==> config.mk <==
export PLATFORM = sky130hd
export DESIGN_NAME = byte_word_packer_flat
export DESIGN_NICKNAME = d
export VERILOG_FILES = /design/src/rtl/rv_pkg.sv /design/src/rtl/byte_word_packer_if.sv /design/src/rtl/byte_word_packer.sv /design/src/flat_wrapper.sv
export SDC_FILE = /design/constraint.sdc
export NUM_CORES = 1
export LEC_CHECK = 0
export ABC_AREA = 0
export CORE_MARGIN = 1.5
export CORE_UTILIZATION = 45
export DETAILED_ROUTE_END_ITERATION = 6
export PLACE_DENSITY_LB_ADDON = 0.1
export SETUP_SLACK_MARGIN = 0.2
export SYNTH_ARGS = -nofsm -noshare
export SYNTH_HDL_FRONTEND = slang
export SYNTH_SLANG_ARGS = --single-unit
export TNS_END_PERCENT = 20
==> constraint.sdc <==
create_clock -name clk -period 3.3 [get_ports clk]
set_input_delay 0.66 -clock clk [delete_from_list [all_inputs] [get_ports clk]]
set_output_delay 0.66 -clock clk [all_outputs]
set_load 0.02 [all_outputs]
==> src/rtl/rv_pkg.sv <==
// Shared ready/valid stream constants and types for the ingress path.
package rv_pkg;
    localparam int BYTE_W    = 8;
    localparam int DEF_RATIO = 4;
    typedef logic [$clog2(DEF_RATIO)-1:0] lane_t;
endpackage

==> src/rtl/byte_word_packer_if.sv <==
// Byte ingress / word egress stream bundle for byte_word_packer.
interface byte_word_packer_if
    import rv_pkg::*;
#(
    parameter int DATA_W = BYTE_W,
    parameter int RATIO  = DEF_RATIO
);
    logic                      i_valid;
    logic                      i_ready;
    logic [DATA_W-1:0]         i_data;
    logic                      i_last;
    logic                      e_valid;
    logic                      e_ready;
    logic [DATA_W*RATIO-1:0]   e_data;
    logic [RATIO-1:0]          e_keep;
    logic                      e_last;

    // slave: the packer's view; master: the environment driving it
    modport slave  (input  i_valid, i_data, i_last, e_ready,
                    output i_ready, e_valid, e_data, e_keep, e_last);
    modport master (output i_valid, i_data, i_last, e_ready,
                    input  i_ready, e_valid, e_data, e_keep, e_last);
endinterface

==> src/rtl/byte_word_packer.sv <==
// Packs RATIO little-endian bytes into one registered word with keep bits;
// short tail words at packet end are zero-filled.
module byte_word_packer
    import rv_pkg::*;
#(
    parameter int DATA_W = BYTE_W,
    parameter int RATIO  = DEF_RATIO
) (
    input  logic               clk,
    input  logic               rst,
    byte_word_packer_if.slave  bus
);
    localparam int LANE_W = $clog2(RATIO);

    logic [LANE_W-1:0]               lane;
    logic [RATIO-2:0][DATA_W-1:0]    acc_data;
    logic [RATIO-2:0]                acc_keep;
    logic [RATIO-1:0][DATA_W-1:0]    word_data;
    logic [RATIO-1:0]                word_keep;
    logic                            accept;
    logic                            done;

    assign bus.i_ready = rst && (!bus.e_valid || bus.e_ready);
    assign accept      = bus.i_valid && bus.i_ready;
    assign done        = accept && ((lane == LANE_W'(RATIO-1)) || bus.i_last);

    // Accumulator merged with the byte in flight; lanes above `lane` stay zero
    always_comb begin
        word_data = '0;
        word_keep = '0;
        for (int k = 0; k < RATIO-1; k++) begin
            word_data[k] = acc_data[k];
            word_keep[k] = acc_keep[k];
        end
        for (int k = 0; k < RATIO; k++) begin
            if (lane == LANE_W'(k)) begin
                word_data[k] = bus.i_data;
                word_keep[k] = 1'b1;
            end
        end
    end

    always_ff @(posedge clk) begin
        if (!rst) begin
            lane        <= '0;
            acc_data    <= '0;
            acc_keep    <= '0;
            bus.e_valid <= 1'b0;
            bus.e_data  <= '0;
            bus.e_keep  <= '0;
            bus.e_last  <= 1'b0;
        end else begin
            if (bus.e_ready)
                bus.e_valid <= 1'b0;
            // a completing word overrides the pop clear so back-to-back words have no bubble
            if (done) begin
                bus.e_valid <= 1'b1;
                bus.e_data  <= word_data;
                bus.e_keep  <= word_keep;
                bus.e_last  <= bus.i_last;
                lane        <= '0;
                acc_data    <= '0;
                acc_keep    <= '0;
            end else if (accept) begin
                for (int k = 0; k < RATIO-1; k++) begin
                    if (lane == LANE_W'(k)) begin
                        acc_data[k] <= bus.i_data;
                        acc_keep[k] <= 1'b1;
                    end
                end
                lane <= lane + LANE_W'(1);
            end
        end
    end
endmodule

==> src/flat_wrapper.sv <==
// flat-port wrapper written by rule: the top's interface ports become plain ports
module byte_word_packer_flat import rv_pkg::*;
#(
    parameter int DATA_W = BYTE_W,
    parameter int RATIO  = DEF_RATIO
)
  (clk, rst, bus_i_valid, bus_i_data, bus_i_last, bus_e_ready, bus_i_ready, bus_e_valid, bus_e_data, bus_e_keep, bus_e_last);
  byte_word_packer_if #(.DATA_W(DATA_W), .RATIO(RATIO)) bus_i ();
  input  logic clk;
  input  logic rst;
  input wire logic [$bits(bus_i.i_valid)-1:0] bus_i_valid;
  input wire logic [$bits(bus_i.i_data)-1:0] bus_i_data;
  input wire logic [$bits(bus_i.i_last)-1:0] bus_i_last;
  input wire logic [$bits(bus_i.e_ready)-1:0] bus_e_ready;
  output wire logic [$bits(bus_i.i_ready)-1:0] bus_i_ready;
  output wire logic [$bits(bus_i.e_valid)-1:0] bus_e_valid;
  output wire logic [$bits(bus_i.e_data)-1:0] bus_e_data;
  output wire logic [$bits(bus_i.e_keep)-1:0] bus_e_keep;
  output wire logic [$bits(bus_i.e_last)-1:0] bus_e_last;
  assign bus_i.i_valid = bus_i_valid;
  assign bus_i.i_data = bus_i_data;
  assign bus_i.i_last = bus_i_last;
  assign bus_i.e_ready = bus_e_ready;
  assign bus_i_ready = bus_i.i_ready;
  assign bus_e_valid = bus_i.e_valid;
  assign bus_e_data = bus_i.e_data;
  assign bus_e_keep = bus_i.e_keep;
  assign bus_e_last = bus_i.e_last;
  byte_word_packer #(.DATA_W(DATA_W), .RATIO(RATIO)) u_core (.clk(clk), .rst(rst), .bus(bus_i));
endmodule
==> flow_summary.json <==
{
  "grt_remaining_overflow": 0,
  "hp-class": "reg -> reg",
  "status": "finished clean",
  "critical_path_class": "in -> out",
  "busiest_layer": "met2",
  "nets": 338,
  "worstReg2RegStart": "u_core.lane[0]",
  "io-pin-count": 52,
  "synth_cell_type_count": 28,
  "dp_slack_ns": 0.610,
  "final_antenna_net_count": 0,
  "drtPass1Iterations": 4,
  "yosys_warnings": 0,
  "synthToLayoutAreaGrowth_pct": 27.4,
  "cp-startpoint": "rst",
  "rsz0062_at_grt": "no",
  "mostFrequentLayoutCells": "dfxtp_1, clkdlybuf4s50_1, a21oi_1, o31ai_1",
  "cp.arrival_ns": 2.04,
  "p_leak_nw": 1.20,
  "slew_violations": 0,
  "drt-total-wl_um": 6890,
  "period_share_pct": 81.8,
  "n_antenna_cell": 0,
  "ctsHoldBuffers": 0,
  "insertion_delay_ns": 0.33,
  "setup-tns-final_ns": 0,
  "clk_path_buf_depth": 2,
  "grt_max_degree": 36,
  "fmax_ghz": 0.370,
  "grt_pass1_vias": 2126,
  "vdd_ir_drop_max_mv": 0.232,
  "initial_core_util_pct": 46.8,
  "critPathBufInv": 3,
  "fin_util_pct": 59.6,
  "cts_buffers": 9,
  "crit_path_cell_trace": "clkdlybuf4s50_1 -> inv_2 -> nor2_1 -> clkdlybuf4s50_1",
  "grt_pass1_wl_um": 11100,
  "ys_ff_latch": 67,
  "min_period_ns": 2.70,
  "fp.dieH_um": 81.5,
  "clock_skew_ns": 0.00362,
  "setup-violations-final": 0,
  "critPathTopFamily": "buffers and inverters",
  "power_per_cell_area_mw_per_mm2": 485,
  "avgSynthCellArea_sq_um": 10.1,
  "fp.dieW_um": 81.5,
  "cts_max_level": 3,
  "crit_path_frequent_cell": "clkdlybuf4s50_1",
  "syn-instance-count": 275,
  "tightest_slew_ns": 0.633,
  "crit_fanout": 10,
  "grtUsageMet2_pct": 34.0,
  "crit_slowest_cell": "clkdlybuf4s50_1",
  "place_hpwl_um": 4220,
  "cts_tree": "built",
  "track_usage_pct": 22.3,
  "layout-drive-gt1-share_pct": 8.90,
  "cp_slowest_stage_delay_ns": 0.61,
  "startpoint_type": "input port",
  "drtIter0Drc": 173,
  "fillers": 555,
  "clkTransAtPathRegs_ns": 0.07,
  "via_per_inst": 5.89,
  "ys_seq_area_share_pct": 48.4,
  "maxCapViolCount": 0,
  "synth_edf_count": 0,
  "hp-start": "u_core.bus.e_data[20]",
  "antenna_found_initial": 0,
  "io_buffers": 51,
  "postSynth.asyncResetShare_pct": 0,
  "cts_root_buffer": "clkbuf_8",
  "ctsResizeCount": 0,
  "endpoint_kind": "output port",
  "drc": 0,
  "use_met3_pct": 3.67,
  "yosysTopAreaCellShare_pct": 48.4,
  "post-cts-setup-buffers": 0,
  "gp_congestion": 0.789,
  "rows": 28,
  "maxSlewHeadroom_pct": 57.6,
  "final_common_cell": "dfxtp_1",
  "total_power_w": 0.00171,
  "vias": 2361,
  "synth_area_sq_mm": 0.00277,
  "syn-num-nets": 292,
  "fp.dieArea_sq_mm": 0.00664,
  "required_ns": 2.64,
  "core_area_sq_mm": 0.00592,
  "setup_slack_ns": 0.600,
  "synth_flop_cell": "dfxtp_1",
  "wire_per_inst_um": 17.2,
  "synth_area_leaders": "dfxtp_1, mux2i_1, o2bb2ai_1",
  "met1_usage_pct": 31.6,
  "synth_area_leader_cell": "dfxtp_1",
  "clock-sinks": 67,
  "hold_viol_final": 0
}
## cells by family (layout without fill, tap and decap cells)
| family | Yosys count | after routing | synth area share (%) |
|---|---|---|---|
| compound gates | 102 | 102 | 25.9 |
| simple gates | 42 | 42 | 8.72 |
| mux | 24 | 24 | 8.67 |
| fa+ha+maj | 4 | 4 | 1.81 |
| flops | 67 | 67 | 48.4 |
| buf+inv | 36 | 87 | 6.50 |
## sequential cells by signal, indices dropped and copies added, names as in the netlist
signal,cells
u_core.acc_data,24
u_core.acc_keep,3
u_core.bus.e_data,32
u_core.bus.e_keep,4
u_core.bus.e_last,1
u_core.bus.e_valid,1
u_core.lane,2
## metal layers
layer  vias up  part of all wire, %
li1       1144                    -
met1      1157                   49
met2        49                   46
met3        11                  3.6
met4         0                  1.5
met5         -                    0
## worst paths after layout
check / slack [ns] / endpoint / cells after the start
max: 0.60 / bus_i_ready / 4
min: 0.46 / u_core.bus.e_data[20] / 1
max reg2reg: 1.59 / u_core.bus.e_data[9] / 5
min reg2reg: 0.46 / u_core.bus.e_data[20] / 1
## cell usage after synthesis, types with 2 or more instances
cell type and instances:
a211oi_1 5, a22o_1 8, inv_1 7, nor2_1 7
buf_6 3, dfxtp_1 67, o21ai_0 2, nand4_1 24
nand3_1 4, a21oi_1 28, o31ai_1 25, ha_1 4
clkbuf_1 6, a31oi_1 10, mux2i_1 24, o2bb2ai_1 22
buf_2 18
## metrics by stage
step           hold slack [ns]  cell area [sq um]  std cells
2_1_floorplan            0.437               2770        275
4_1_cts                  0.466               3530        401
3_5_place_dp             0.445               3320        385
3_3_place_gp             0.446               3320        385
5_1_grt                  0.482               3530        401
6_report                 0.463               3530        401
## power breakdown
part           total (W)  switching, W  leakage, nW  internal [W]
clock network   0.000708      0.000295        0.104      0.000413
registers       0.000833    0.00000888        0.542      0.000825
logic           0.000171      0.000106        0.552     0.0000653
total            0.00171      0.000409         1.20       0.00130
## final cells by class
type,instances,area [sq um],share of cell area (%)
Clock buffer,15,176,5.00
Clock inverter,1,30.0,0.851
Inverter,8,30.0,0.851
Multi-Input combinational cell,172,1260,35.6
Sequential cell,67,1340,38.0
Tap cell,75,93.8,2.66
Timing Repair Buffer,63,601,17.0
Power figures use the tool's default switching activity.
